===== config.mk =====
export PLATFORM = sky130hd
export DESIGN_NAME = gmul_uni_ctrl
export DESIGN_NICKNAME = d
export VERILOG_FILES = /design/src/rtl/gmul_uni_pkg.sv /design/src/rtl/unary_ones_cnt.sv /design/src/rtl/gmul_uni_ctrl.sv
export SDC_FILE = /design/constraint.sdc
export NUM_CORES = 1
export LEC_CHECK = 0
export ABC_AREA = 1
export BUFFER_PORTS_ARGS = -buffer_cell sky130_fd_sc_hd__buf_2
export CORE_MARGIN = 10
export CORE_UTILIZATION = 40
export DETAILED_ROUTE_END_ITERATION = 12
export PLACE_DENSITY = 0.62
export SLEW_MARGIN = 10
export SYNTH_ARGS = -nofsm -noshare
export SYNTH_HDL_FRONTEND = slang
export SYNTH_SLANG_ARGS = --single-unit

===== constraint.sdc =====
create_clock -name clk -period 2.7 [get_ports clk]
set_input_delay 0.54 -clock clk [delete_from_list [all_inputs] [get_ports clk]]
set_output_delay 0.54 -clock clk [all_outputs]
set_load 0.01 [all_outputs]

===== src/rtl/gmul_uni_pkg.sv =====
// Shared types and defaults for the unipolar unary multiplier controller.
//   gmul_ctrl_state_t : sequencer states IDLE -> LOAD -> RUN -> DONE
//   DEF_DATAWD        : default operand width (matches the multiplier build)
//   DEF_STREAM_LOG2   : default log2 of the stream window (full Sobol period)
//   DEF_STREAM_LEN    : default window length in cycles
package gmul_uni_pkg;

  typedef enum logic [1:0] {IDLE, LOAD, RUN, DONE} gmul_ctrl_state_t;

  localparam int DEF_DATAWD      = 8;
  localparam int DEF_STREAM_LOG2 = DEF_DATAWD;
  localparam int DEF_STREAM_LEN  = 1 << DEF_STREAM_LOG2;

  // Window length for an arbitrary log2 size.
  function automatic int stream_len(input int log2);
    return 1 << log2;
  endfunction

endpackage


===== src/rtl/unary_ones_cnt.sv =====
// Ones counter for a unary bit stream. Reusable by any unary result decoder.
//   clk, rst_n : clock, async active-low reset
//   clr        : synchronous clear (wins over en)
//   en         : accumulate bit_in this cycle
//   bit_in     : unary stream bit
//   cnt        : running ones count
module unary_ones_cnt #(
  parameter int CNTW = 9
) (
  input  logic            clk,
  input  logic            rst_n,
  input  logic            clr,
  input  logic            en,
  input  logic            bit_in,
  output logic [CNTW-1:0] cnt
);

  logic [CNTW-1:0] cnt_q;

  always_ff @(posedge clk or negedge rst_n) begin
    if (!rst_n)   cnt_q <= '0;
    else if (clr) cnt_q <= '0;
    else if (en)  cnt_q <= cnt_q + CNTW'(bit_in);
  end

  assign cnt = cnt_q;

endmodule


===== src/rtl/gmul_uni_ctrl.sv =====
// Sequencer for one unipolar unary multiplier (gMUL_uni).
//   clk, rst_n            : clock, async active-low reset (shared with the multiplier)
//   in_valid/in_ready     : operand request handshake
//   in_a, in_b            : operands (unipolar, value/2^DATAWD)
//   in_ld_a, in_ld_b      : 1 = load the new operand, 0 = reuse the buffered one
//   mul_iA/mul_iB         : operand buses to the multiplier
//   mul_loadA/mul_loadB   : one-cycle load strobes to the multiplier
//   mul_oC                : unary product stream from the multiplier
//   out_valid/out_ready   : result handshake
//   out_cnt               : ones counted over a 2^STREAM_LOG2 cycle window
//   busy                  : controller is not idle
module gmul_uni_ctrl
  import gmul_uni_pkg::*;
#(
  parameter int DATAWD      = DEF_DATAWD,
  parameter int STREAM_LOG2 = DATAWD,
  parameter int CNTW        = STREAM_LOG2 + 1
) (
  input  logic              clk,
  input  logic              rst_n,
  input  logic              in_valid,
  output logic              in_ready,
  input  logic [DATAWD-1:0] in_a,
  input  logic [DATAWD-1:0] in_b,
  input  logic              in_ld_a,
  input  logic              in_ld_b,
  output logic [DATAWD-1:0] mul_iA,
  output logic [DATAWD-1:0] mul_iB,
  output logic              mul_loadA,
  output logic              mul_loadB,
  input  logic              mul_oC,
  output logic              out_valid,
  input  logic              out_ready,
  output logic [CNTW-1:0]   out_cnt,
  output logic              busy
);

  gmul_ctrl_state_t        state_q;
  logic [STREAM_LOG2-1:0]  win_q;
  logic                    in_ready_q, out_valid_q;
  logic                    loadA_q, loadB_q;
  logic [DATAWD-1:0]       iA_q, iB_q;

  // Operand buses and strobes are registered at accept, so they present
  // during the LOAD cycle and the multiplier buffers are valid from RUN on.
  always_ff @(posedge clk or negedge rst_n) begin
    if (!rst_n) begin
      state_q     <= IDLE;
      win_q       <= '0;
      in_ready_q  <= 1'b0;
      out_valid_q <= 1'b0;
      loadA_q     <= 1'b0;
      loadB_q     <= 1'b0;
      iA_q        <= '0;
      iB_q        <= '0;
    end else begin
      case (state_q)
        IDLE: begin
          in_ready_q <= 1'b1;
          if (in_valid && in_ready_q) begin
            iA_q       <= in_a;
            iB_q       <= in_b;
            loadA_q    <= in_ld_a;
            loadB_q    <= in_ld_b;
            in_ready_q <= 1'b0;
            state_q    <= LOAD;
          end
        end
        LOAD: begin
          loadA_q <= 1'b0;
          loadB_q <= 1'b0;
          win_q   <= '0;
          state_q <= RUN;
        end
        RUN: begin
          win_q <= win_q + 1'b1;  // wraps back to 0 after the last cycle
          if (win_q == {STREAM_LOG2{1'b1}}) begin
            out_valid_q <= 1'b1;
            state_q     <= DONE;
          end
        end
        DONE: begin
          // Ready comes back only in IDLE: no accept in the drain cycle.
          if (out_ready) begin
            out_valid_q <= 1'b0;
            in_ready_q  <= 1'b1;
            state_q     <= IDLE;
          end
        end
        default: state_q <= IDLE;
      endcase
    end
  end

  unary_ones_cnt #(.CNTW(CNTW)) u_cnt (
    .clk    (clk),
    .rst_n  (rst_n),
    .clr    (state_q == LOAD),
    .en     (state_q == RUN),
    .bit_in (mul_oC),
    .cnt    (out_cnt)
  );

  assign in_ready  = in_ready_q;
  assign out_valid = out_valid_q;
  assign mul_iA    = iA_q;
  assign mul_iB    = iB_q;
  assign mul_loadA = loadA_q;
  assign mul_loadB = loadB_q;
  assign busy      = (state_q != IDLE);

endmodule


==> results of run 1 <==
-- cell families (layout without fill, tap and decap cells) --
logic type                 after synthesis  count (layout)  synth area share (%)
xor gates and xnor gates                 1               1                0.4668
adders and majority gates                7               7                 4.666
buffers and inverters                   29              86                 6.934
and+or+nand+nor                        139             139                 31.13
DFF                                     39              39                 52.00
AOI/OAI and AO/OA                       16              16                 4.800
-- registers in the layout, indices dropped and copies added (netlist names) --
signal and flops:
in_ready 1, mul_iB 8, win_q 8, u_cnt.cnt 9
out_valid 1, state_q 2, mul_loadA 1, mul_loadB 1
mul_iA 8
-- through the flow --
step | area [um2] | utilization (%) | hold slack (ns) | total power, mW
floorplan | 1877 | - | 0.2444 | 1.640
global placement | 2172 | 48.87 | 0.4487 | 1.936
detailed placement | 2172 | 48.87 | 0.4530 | 1.954
CTS | 2305 | 51.86 | 0.3990 | 2.537
global route | 2305 | 51.86 | 0.4326 | 2.713
finish | 2305 | 51.86 | 0.3522 | 2.488
-- report_power, final --
part / internal, mW / switching, mW
registers: 0.775 / 0.118
clock network: 0.369 / 0.203
logic: 0.372 / 0.651
-- routing by layer --
layer  vias to the layer above  wire length (um)
met5                         -                 0
met4                         0                65
met3                         6               291
met2                        30              2074
met1                       692              1787
li1                        828                 -
-- worst max path at each step --
stage	to	slack (ns)	cells past startpoint
after floorplan	u_cnt.cnt[6]	1.32	7
after global placement	win_q[6]	1.01	9
after detailed placement	win_q[6]	0.95	9
after CTS	busy	0.81	4
after global routing	win_q[6]	0.74	9
final	busy	0.84	4
-- cells in the final DEF, fill, tap and decap left out, types with 2 or more instances in the layout --
master,Yosys,routed
sky130_fd_sc_hd__ha_1,7,7
sky130_fd_sc_hd__dfrtp_1,39,39
sky130_fd_sc_hd__bufinv_16,0,2
sky130_fd_sc_hd__nor2_4,2,2
sky130_fd_sc_hd__a21oi_1,9,9
sky130_fd_sc_hd__inv_1,23,23
sky130_fd_sc_hd__nor3_1,4,4
sky130_fd_sc_hd__clkbuf_8,0,5
sky130_fd_sc_hd__nand3_1,15,15
sky130_fd_sc_hd__nand2_1,96,96
sky130_fd_sc_hd__inv_2,2,2
sky130_fd_sc_hd__o21ai_0,4,4
sky130_fd_sc_hd__nor2_1,18,18
sky130_fd_sc_hd__buf_2,0,52
-- cell type report --
type	instances	area share, %
timing repair buffer	52	11.29
inverter	26	4.343
clock inverter	2	2.606
sequential	39	42.35
tap	52	2.823
multi-input combinational	163	33.44
clock buffer	6	3.149
==> results.md, run 1 <==
- The flow ran to the end, and the final reports show no timing, DRC or antenna violations.
- In the post-synthesis netlist, the biggest area contributors are sky130_fd_sc_hd__dfrtp_1 (52%), sky130_fd_sc_hd__nand2_1 (19%), sky130_fd_sc_hd__ha_1 (4.7%).
- In this run the horizontal extent of the chip is 88.50 um.
- In this run the number of H-tree levels came out at 2.
- When the netlist entered floorplanning its net count stood at ~260.
- The startpoint identified for the worst register-to-register timing path is state_q[0].
- In the global route stage, overall resource usage came out at a little under an eighth.
- The effective utilization at floorplan is a little over two fifths.
- The wire length of the first global-routing pass is 6906 um.
- The floorplan step defined a core boundary enclosing between 4000 and 5000 um2.
- The share of synthesized area in the top cell type comes to about 52%.
- met2 is the most crowded layer.
- The worst setup skew after layout is 0.008770 ns.
- The critical path start-end classification is reg2out.
- The count of endpoints failing hold in the final timing report was 0.
- In this run the critical register-to-register path is captured at win_q[6].
- The register area share after synthesis is a little over half.
- The max-cap check violation count is 0.
- The number of flops mapped to enable cells by yosys is 0.
- In this run the cell area of the synthesized design comes to 1877 um2.
- The repair_antennas step left the layout with diodes totalling 0.
- After clock tree synthesis, the flow added hold-fix buffers numbering 0.
- The number of global-route vias before repair is approximately 1500.
- The category of cells accounting for the largest share of critical-path delay is flip-flops.
- The most repeated cell in the gate-level netlist after synthesis is sky130_fd_sc_hd__nand2_1.
- The proportion of register bits with asynchronous set or reset after synthesis is 100.0%.
- The filler cells instantiated in the layout total about 450.
- For this design the ratio of total power to cell area is approximately 1100 nW/um2.
- After synthesis, the netlist uses 22 different library cells.
- Before CTS, the worst setup slack after placement is between 0.9 and 1 ns.
- The post-CTS repair timing setup buffer count is 0.
- During synthesis, Yosys emitted a total of 0 warnings.
- The detailed-router iteration count before antenna repair is 4.
- For this block, the initial DRC count from the detailed router was 80.
- The final estimated routing congestion in global placement is 0.7737.
- The maximum number of pins on one net before global-route repair is 40.
- In this run the register-to-register setup slack is about 0.97 ns.
- The multi-input combinational cells in the finished layout cover a total of 770.7 um2.
- In the final timing run, aggregate negative setup slack is 0 ns.
- The total instance count after detailed placement is ~330.
- The final critical path takes up ~69% of the cycle.
- The sink count of the clock tree is 39.
- After the flow finishes, the layout carries non-filler instances totaling 340.
- TritonCTS built the clock tree.
- For this block, the via count after detailed routing is around 1600.
- The TritonCTS buffer count is 5.
- The critical path's largest stage delay is 0.41 ns.
- In this run, synthesis produced a sequential element count of 39.
- The leading area contributor after synthesis is sky130_fd_sc_hd__dfrtp_1.
- The layout-stage area growth over the synthesis result is 22.80%.
- The global-route track usage on met2 is between 10% and 20%.
- Setup slack closes at around 0.84 ns.
- The number of standard cells after synthesis is 231.
- The number of antenna violations at the first check in global routing is 0.
- STA classifies the critical path endpoint as an output port.
- Setup repair after global routing left no endpoint under its margin.
- In the synthesized netlist, the cells that appear most often are sky130_fd_sc_hd__nand2_1 (96), sky130_fd_sc_hd__dfrtp_1 (39), sky130_fd_sc_hd__inv_1 (23).
- Counting cells, the worst reg-to-reg path comes to 9.
- For this design, the slowest cell found on the critical path is sky130_fd_sc_hd__dfrtp_1.
- The count of unresolved DRC violations after routing is 0.
- The fraction of layout cells with a size suffix above 1 is about a quarter.
- The total routed wirelength is 4220 um.
- The cell sitting at the root of the clock tree is a sky130_fd_sc_hd__clkbuf_8.
- The average instance in the mapped netlist occupies approximately 8 um2.
- The buffer and inverter count on the worst path is 3.
- In this run the remaining antenna-violating nets after routing total 0.
- The post-CTS clock slew at the launch and capture registers of the worst setup and hold paths is roughly 0.070 ns.
- The total congestion overflow is 0.
- The achievable frequency is between 500 and 600 MHz.
- The area taken by flip-flops and latches is just under 1000 um2.
- The number of failing setup endpoints in the final timing report is 0.
- Global routing consumed, on the met3 layer, 4.320% of the routing resources.
- Measured against its own limit, the worst slew margin works out to 43.62%.
- The arrival time at the worst endpoint is ~1.3 ns.
- The floorplan has 24 rows.
- The worst hold path belongs to the class in2async.
- At the end of the flow, the number of nets in the layout was about 320.
- The number of cells upsized or downsized after cts is 0.
- For the pin with the worst max-slew slack, the measured transition is around 0.85 ns.
- The largest fanout on the critical path is 5.
- The most common flop cell mapped by yosys is sky130_fd_sc_hd__dfrtp_1.
- The signal on the critical path passes through inv_1 -> ha_1 -> inv_2 -> buf_2.
- The insertion delay of the later-clocked pin in the worst-skew pair is roughly 0.29 ns.
- The via count normalized by instance count is approximately 4.6.
- The max-slew violation total from the final report came to 0.
- The floorplan step set the die height to between 80 and 90 um.
- In the final routed layout, each cell accounts on average for 12.41 um.
- The nature of the critical path startpoint is a flip-flop.
- The smallest clock period supported by the final layout is computed as about 1.9 ns.
- The launching element of the worst setup path is state_q[0].
- Buffers placed on the I/O ports in this run total 52.
- The global routing met1 resource utilization is around an eighth.
- The wire-length estimate of the detail-placed layout is roughly 3200 um.
- The required time at the worst-slack endpoint is about 2.2 ns.
- The overall die area is 7832 um2.
- For this design the top-level I/O count stands at 53.
- The leakage dissipation is 1.335 nW.
- No sink is reached through more buffers than the 2 on the longest clock path.
- The largest vdd supply drop is just under 0.0005 V.
(Power assumes the default switching activity.)
==> run 2, diff against run 1 <==
--- a/config.mk
+++ b/config.mk
@@ -5,7 +5,7 @@
 export SDC_FILE = /design/constraint.sdc
 export NUM_CORES = 1
 export LEC_CHECK = 0
-export ABC_AREA = 1
+export ABC_AREA = 0
 export BUFFER_PORTS_ARGS = -buffer_cell sky130_fd_sc_hd__buf_2
 export CORE_MARGIN = 10
 export CORE_UTILIZATION = 40
==> constraint.sdc (replaced) <==
create_clock -name clk -period 1.8 [get_ports clk]
set_input_delay 0.36 -clock clk [delete_from_list [all_inputs] [get_ports clk]]
set_output_delay 0.36 -clock clk [all_outputs]
set_load 0.01 [all_outputs]
==> run 2 against run 1 <==
Net effect:
- clock skew fell by 0.0023 ns
- combinational power fell by 70%
- critical path depth rose by 1
- highest routed layer unchanged
==> results.md, run 2 <==
- The run finished with clean final reports.
- The final estimated routing congestion in global placement is 0.8172 (+5.6%).
- The cell family contributing the most delay on the critical path is buffers and inverters.
- The total congestion overflow is 0 (unchanged).
- The register area share after synthesis is 50.81% (-1.2 points).
- The TritonCTS buffer count is 5 (unchanged).
- The layout-stage area growth over the synthesis result is 23.71%.
- The half-perimeter wire length after placement is 3119 um (-1.6%).
- The portion of total power attributed to the clock network is 35.7% (+13 points).
- The core region area came to 4692 um2 (+5.6%).
- The count of endpoints failing hold in the final timing report is 0 (unchanged).
- The detailed-route via count was 1440 (-7.5%).
- The post-place setup slack was 0.2188 ns (-0.7347 ns).
- The count of routing violations after the opening detailed-route iteration is 62 (-23%).
- The buffer and inverter count on the worst path was 4 (+1).
- The total number of yosys warnings is 0 (unchanged).
- The overall die area is 7973 um2 (+1.8%).
- The worst setup skew after layout was 0.006446 ns (-0.002325 ns).
- The most repeated cell in the gate-level netlist after synthesis is sky130_fd_sc_hd__dfrtp_1.
- The global-route total usage across every layer was 10.57% (-0.70 points).
- The most used flip-flop cell after synthesis is sky130_fd_sc_hd__dfrtp_1.
- The worst hold path belongs to the class in2async.
- The areal power density over the cells was 883.4 nW/um2 (-18%).
- The cell at the slowest stage of the critical path is sky130_fd_sc_hd__dfrtp_1.
- The sequential power share came to 49.8% (+14 points).
- The number of cell rows was 25 (+4.2%).
- The leading area contributor after synthesis is sky130_fd_sc_hd__dfrtp_1.
- The routed design could run at a clock period as short as approximately 1.7 ns.
- The number of routed nets with antenna violations was 0 (unchanged).
- STA classifies the critical path endpoint as an output port.
- The fraction of layout cells with a size suffix above 1 is 40.61% (+17 points).
- The proportion of netlist area held by the largest area contributor is 50.81% (-1.2 points).
- The buffer levels on the longest clock path is 2 (unchanged).
- The final critical-path share of the clock period is between 90% and 100%.
- The effective utilization at floorplan came to 40.93% (-1.3 points).
- The transition time at the pin with the least slew margin was 0.4907 ns (-0.3550 ns).
- The final worst setup slack is 0.1080 ns (-0.7339 ns).
- The CTS H-tree depth is 2 (unchanged).
- The fraction of power consumed by combinational cells came to 14.5% (-27 points).
- The count of unresolved DRC violations after routing is 0 (unchanged).
- The cell at the root of the clock tree is sky130_fd_sc_hd__clkbuf_8.
- The number of distinct library cells after synthesis is 35 (+59%).
- The most common cell after layout, fill and taps aside is sky130_fd_sc_hd__buf_2.
- The total routed wirelength came to 4099 um (-2.9%).
- The number of buffers inserted by port buffering came to 52 (unchanged).
- The cell-internal power is 1.540 mW (+1.6%).
- The maximum number of pins on one net before global-route repair is 24 (-40%).
- The insertion delay of the later-clocked pin in the worst-skew pair is 0.29 ns (about the same).
- The max-cap check violation count was 0 (unchanged).
- The filler cell count in the final layout is 438 (-3.5%).
- The synthesized flop and latch total is 39 (unchanged).
- The critical path goes through inv_2 -> ha_4 -> buf_4 -> inv_1 -> buf_2.
- The critical path in this run is classified as reg2out.
- The max-slew violation total from the final report was 0 (unchanged).
- The number of standard cells after synthesis is 169 (-27%).
- The worst relative slew slack came to 67.29% (+24 points).
- The wire length per cell is 14.48 um (+17%).
- The arrival time at the worst endpoint is 1.33 ns (about the same).
- The floorplan die width is 89.29 um (+0.89%).
- The TritonCTS clock tree is done.
- The number of placed I/O pins is 53 (unchanged).
- The critical path's largest stage delay was 0.40 ns (about the same).
- The per-instance average area after synthesis is 11.36 um2 (+40%).
- The number of failing setup endpoints in the final timing report is 0 (unchanged).
- In the layout the commonest cells are sky130_fd_sc_hd__buf_2 (52), sky130_fd_sc_hd__dfrtp_1 (39), sky130_fd_sc_hd__nand2_1 (16).
- The count of antenna diodes in the layout is 0 (unchanged).
- The proportion of register bits with asynchronous set or reset after synthesis is 100.0% (unchanged).
- Setup repair after global routing left no endpoint under its margin.
- The required time at the worst-slack endpoint is 1.44 ns (-0.72 ns).
- The leakage dissipation is 1.266 nW (-5.2%).
- The total net switching power came to 558.6 uW (-43%).
- The largest vdd supply drop is 0.0005289 V (+8.2%).
- The number of flip-flops in the largest register came to 9 (unchanged).
- The total negative slack for setup checks is 0 ns (unchanged).
- The detailed-router iteration count before antenna repair was 4 (unchanged).
- The cell area after synthesis is 1921 um2 (+2.3%).
- Sorting the synthesized cells by area gives the leading types as sky130_fd_sc_hd__dfrtp_1 (51%), sky130_fd_sc_hd__mux2_4 (7.0%), sky130_fd_sc_hd__ha_1 (4.6%).
- The number of global-route vias before repair is 1440 (-1.6%).
- The net switching share of the total power is 26.62% (-12 points).
- The number of flops mapped to enable cells by yosys came to 0 (unchanged).
- The overall power is 2.099 mW (-16%).
- STA classifies the critical path startpoint as a flip-flop.
- The height of the die is 89.29 um (+0.89%).
- The net total in the final layout is 258 (-19%).
- The wire length of the first global-routing pass is 6582 um (-4.7%).
- The sink count of the clock tree is 39 (unchanged).
- The via count normalized by instance count is 5.088 (+11%).
- The largest fanout on the critical path is 8 (+3).
- The achievable frequency is 591.0 MHz.
- The post-CTS clock slew at the launch and capture registers of the worst setup and hold paths was 0.08 ns (about the same).
- The total nets after synthesis is 199 (-24%).
- The worst setup slack for register-to-register paths came to 0.29 ns (-0.68 ns).
- By count the netlist is led by sky130_fd_sc_hd__dfrtp_1 (39), sky130_fd_sc_hd__nand2_1 (16), sky130_fd_sc_hd__o21ai_0 (13).
- The number of antenna violations at the first check in global routing is 0 (unchanged).
run 2: worst paths after layout:
kind / start / endpoint / depth (start not counted)
hold reg to reg: mul_iB[1] / mul_iB[1] / 1
setup reg to reg: state_q[0] / u_cnt.cnt[6] / 6
hold / removal: rst_n / mul_iB[6] / 1
setup / recovery: state_q[0] / busy / 5
min in group clk: in_a[4] / mul_iA[4] / 2
max in group asynchronous: rst_n / u_cnt.cnt[1] / 2
run 2: worst register-to-register path: stages, from the launching register on:
cell	delay (ns)
sky130_fd_sc_hd__dfrtp_1	0.42
sky130_fd_sc_hd__inv_2	0.11
sky130_fd_sc_hd__ha_4	0.21
sky130_fd_sc_hd__buf_4	0.18
sky130_fd_sc_hd__nand2b_1	0.15
sky130_fd_sc_hd__nor3_1	0.07
sky130_fd_sc_hd__a221o_1	0.26
run 2: final cells by class:
class / instances / area [um2] / area share, %
Clock inverter: 2 / 35.03 / 1.474
Inverter: 7 / 26.28 / 1.106
Clock buffer: 6 / 82.58 / 3.476
Timing Repair Buffer: 58 / 305.3 / 12.85
Multi-Input combinational cell: 117 / 883.3 / 37.18
Sequential cell: 39 / 975.9 / 41.07
Tap cell: 54 / 67.56 / 2.844
run 2: timing repair:
item	CTS	global route
gates resized for setup	0	4
hold buffers	0	0
buffers inserted	0	1
setup endpoints to repair	0	1
run 2: power groups by stage:
stage	Clock, mW	Sequential [mW]	Combinational, mW
2_1_floorplan	0	1.08	0.137
3_3_place_gp	0	1.06	0.310
3_5_place_dp	0	1.06	0.316
4_1_cts	0.776	1.05	0.316
5_1_grt	0.815	1.06	0.346
6_report	0.749	1.04	0.305
run 2: kinds of logic after synthesis:
| group | synth area share (%) |
|---|---|
| simple gates | 16.16 |
| flops | 50.81 |
| compound gates | 11.47 |
| mux | 12.70 |
| buf+inv | 3.844 |
| fa+ha+maj | 4.560 |
| xor+xnor | 0.4561 |
run 2: metrics by stage:
stage	utilization (%)	std cells	cell area, um2	hold WS [ns]
2_1_floorplan	-	169	1921	0.06441
3_3_place_gp	47.71	274	2238	0.3611
5_1_grt	50.64	283	2376	0.05579
4_1_cts	50.21	282	2356	0.03687
6_report	50.64	283	2376	0.01993
3_5_place_dp	47.71	274	2238	0.3543
run 2: per-layer routing:
layer | vias to the layer above | GRT usage (%) | wire length [um]
li1 | 723 | - | -
met2 | 37 | 16.83 | 1850
met4 | 0 | 4.335 | 47
met1 | 674 | 12.57 | 1884
met5 | - | 0 | 0
met3 | 6 | 3.920 | 316
==> run 3, diff against run 2 <==
--- a/config.mk
+++ b/config.mk
@@ -10,6 +10,7 @@
 export CORE_MARGIN = 10
 export CORE_UTILIZATION = 40
 export DETAILED_ROUTE_END_ITERATION = 12
+export GPL_TIMING_DRIVEN = 0
 export PLACE_DENSITY = 0.62
 export SLEW_MARGIN = 10
 export SYNTH_ARGS = -nofsm -noshare
==> run 3 against run 2 <==
Net effect:
- flip-flop and latch count is the same
- via count up 1.2%
- non-clock buffer count grew 2
- global-route usage is 0.65 points higher
- sequential share of layout area grew 0.42 points
- clock power down 21%
- critical path depth unchanged
- cell count up 0.71%
==> results.md, run 3 (synthesized netlist as in run 2, its figures left out) <==
- The run finished with clean final reports.
- The detailed-router iteration count before antenna repair is 4 (unchanged).
- The area of the multi-input gates is 870.8 um2 (-1.4%).
- The number of cell rows was 25 (unchanged).
- The worst relative slew slack came to 43.33% (-24 points).
- The via count normalized by instance count is 5.112 (+0.47%).
- The sequential power share was 53.8% (+4.0 points).
- The largest vdd supply drop was 0.0004434 V (-16%).
- The overall die area is 7973 um2 (unchanged).
- The areal power density over the cells is 826.3 nW/um2 (-6.5%).
- The number of cells upsized or downsized after cts was 0 (unchanged).
- The maximum number of pins on one net before global-route repair is 40 (+67%).
- The insertion delay of the later-clocked pin in the worst-skew pair is 0.29 ns (about the same).
- The effective utilization at floorplan was 40.93% (unchanged).
- The area growth from synthesis to layout is 22.48%.
- STA classifies the critical path endpoint as an output port.
- The post-CTS clock slew at the launch and capture registers of the worst setup and hold paths came to 0.07 ns (about the same).
- The height of the die is 89.29 um (unchanged).
- The number of global-route vias before repair is 1500 (+4.2%).
- The count of endpoints failing hold in the final timing report was 0 (unchanged).
- The number of placed I/O pins was 53 (unchanged).
- The nature of the critical path startpoint is a flip-flop.
- The number of failing setup endpoints in the final timing report is 0 (unchanged).
- The global-route total usage across every layer is 11.22% (+0.65 points).
- The final worst setup slack is 0.09412 ns (-0.01385 ns).
- The final critical-path required period is 1.706 ns (+0.01385 ns).
- The post-place setup slack was 0.1974 ns (-0.02140 ns).
- The net total in the final layout is 260 (+0.78%).
- The sink count of the clock tree came to 39 (unchanged).
- The buffer and inverter count on the worst path is 4 (unchanged).
- The wire length per cell is 14.88 um (+2.8%).
- The total routed wirelength was 4242 um (+3.5%).
- The total congestion overflow is 0 (unchanged).
- The number of routed nets with antenna violations is 0 (unchanged).
- The category of cells accounting for the largest share of critical-path delay is buffers and inverters.
- The wire length of the first global-routing pass is 7051 um (+7.1%).
- The critical path's largest stage delay is 0.38 ns (-0.02 ns).
- The cell repeated most along the worst path is sky130_fd_sc_hd__inv_1.
- The total net switching power is 583.1 uW (+4.4%).
- The most common cell after layout, fill and taps aside is sky130_fd_sc_hd__buf_2.
- The cell at the slowest stage of the critical path is sky130_fd_sc_hd__dfrtp_1.
- The total negative slack for setup checks is 0 ns (unchanged).
- The arrival time at the worst endpoint is 1.35 ns (+0.02 ns).
- The achievable frequency came to 586.2 MHz (-0.81%).
- The tree is rooted in a sky130_fd_sc_hd__clkbuf_8.
- The count of antenna diodes in the layout is 0 (unchanged).
- The detailed-route via count is 1457 (+1.2%).
- The fraction of power consumed by combinational cells is 15.8% (+1.3 points).
- The max-slew violation total from the final report is 0 (unchanged).
- The transition time at the pin with the least slew margin came to 0.8500 ns (+0.3593 ns).
- The fraction of layout cells with a size suffix above 1 is 39.83% (-0.78 points).
- The count of unresolved DRC violations after routing came to 0 (unchanged).
- The final estimated routing congestion in global placement is 0.7265 (-11%).
- The area taken by flip-flops and latches is 975.9 um2 (unchanged).
- The number of cell instances on the worst register-to-register path came to 5 (-1).
- The path type of the worst min-delay path is in2async.
- Setup repair after global routing left no endpoint under its margin.
- The buffer levels on the longest clock path was 2 (unchanged).
- The number of flip-flops in the largest register was 9 (unchanged).
- The max-cap check violation count came to 0 (unchanged).
- The filler cell count in the final layout was 434 (-0.91%).
- The core region area is 4692 um2 (unchanged).
- The TritonCTS buffer count is 5 (unchanged).
- The count of routing violations after the opening detailed-route iteration is 64 (+3.2%).
- The largest fanout on the critical path is 9 (+1).
- The worst setup slack for register-to-register paths came to 0.21 ns (-0.08 ns).
- The portion of total power attributed to the clock network was 30.3% (-5.4 points).
- The floorplan die width is 89.29 um (unchanged).
- The half-perimeter wire length after placement is 3076 um (-1.4%).
- The worst setup skew after layout is 0.006057 ns (-0.0003883 ns).
- The net switching share of the total power came to 30.00% (+3.4 points).
- In this run the critical register-to-register path is captured at u_cnt.cnt[6].
- The cell-internal power is 1.361 mW (-12%).
- The origin of the critical flop-to-flop path is state_q[0].
- Leaving out fill and tap cells, the most frequent cells in the layout are sky130_fd_sc_hd__buf_2 (54), sky130_fd_sc_hd__dfrtp_1 (39), sky130_fd_sc_hd__nand2_1 (16).
- The required time at the worst-slack endpoint was 1.44 ns (about the same).
- The CTS H-tree depth is 2 (unchanged).
- The final critical-path share of the clock period is 94.77% (+0.77 points).
- The number of buffers inserted by port buffering was 52 (unchanged).
- The critical path start-end classification is reg2out.
- The number of antenna violations at the first check in global routing is 0 (unchanged).
- The leakage dissipation was 1.254 nW (-0.91%).
- TritonCTS built the clock tree.
- The critical path goes through inv_1 -> ha_1 -> buf_4 -> inv_1 -> buf_2.
run 3: metal layers:
layer	GRT usage (%)	part of all wire [%]	routed length (um)	vias up
met2	18.55	47	1995	40
li1	-	-	-	724
met3	4.102	6.4	270	5
met4	3.468	1.2	53	0
met5	0	0	0	-
met1	13.25	45	1924	688
run 3: power groups by stage:
stage | clock network, mW | logic, mW | registers (mW)
global route | 0.646 | 0.360 | 1.06
finish | 0.590 | 0.307 | 1.05
detailed placement | 0 | 0.315 | 1.06
global placement | 0 | 0.308 | 1.06
floorplan | 0 | 0.137 | 1.08
CTS | 0.618 | 0.318 | 1.04
run 3: layout make-up:
type / instances / area share (%)
clock buffer: 5 / 2.926
tap: 54 / 2.872
inverter: 7 / 1.117
timing repair buffer: 54 / 11.70
buffer: 6 / 2.021
multi-input combinational: 117 / 37.02
clock inverter: 3 / 0.8511
sequential: 39 / 41.49
run 3: repair_timing:
item,CTS,global route
endpoints found under the setup margin,0,1
hold buffers,0,0
setup buffers,0,2
run 3: how the worst max path moves through the flow:
stage,from,end,slack (ns),cells past startpoint
after CTS,state_q[0],busy,0.07,5
after global placement,state_q[0],u_cnt.cnt[6],0.20,5
after detailed placement,state_q[0],u_cnt.cnt[6],0.20,5
after global routing,state_q[0],busy,0.005,5
after floorplan,state_q[0],mul_iA[0],0.35,6
final,state_q[0],busy,0.09,5
run 3: worst reg2reg max path: stages (launching register included):
cell                      delay [ns]
sky130_fd_sc_hd__dfrtp_1        0.38
sky130_fd_sc_hd__inv_1          0.09
sky130_fd_sc_hd__ha_1           0.41
sky130_fd_sc_hd__inv_1          0.11
sky130_fd_sc_hd__buf_6          0.16
sky130_fd_sc_hd__a221o_1        0.33
run 3: per-stage QoR:
step           hold WS [ns]  cells  cell area, um2  util (%)  power [mW]
2_1_floorplan       0.06441    169            1921         -       1.215
3_3_place_gp         0.4833    275            2248     47.92       1.367
3_5_place_dp         0.4866    275            2248     47.92       1.376
4_1_cts              0.2154    283            2337     49.81       1.981
5_1_grt              0.2476    285            2352     50.13       2.070
6_report             0.1770    285            2352     50.13       1.944
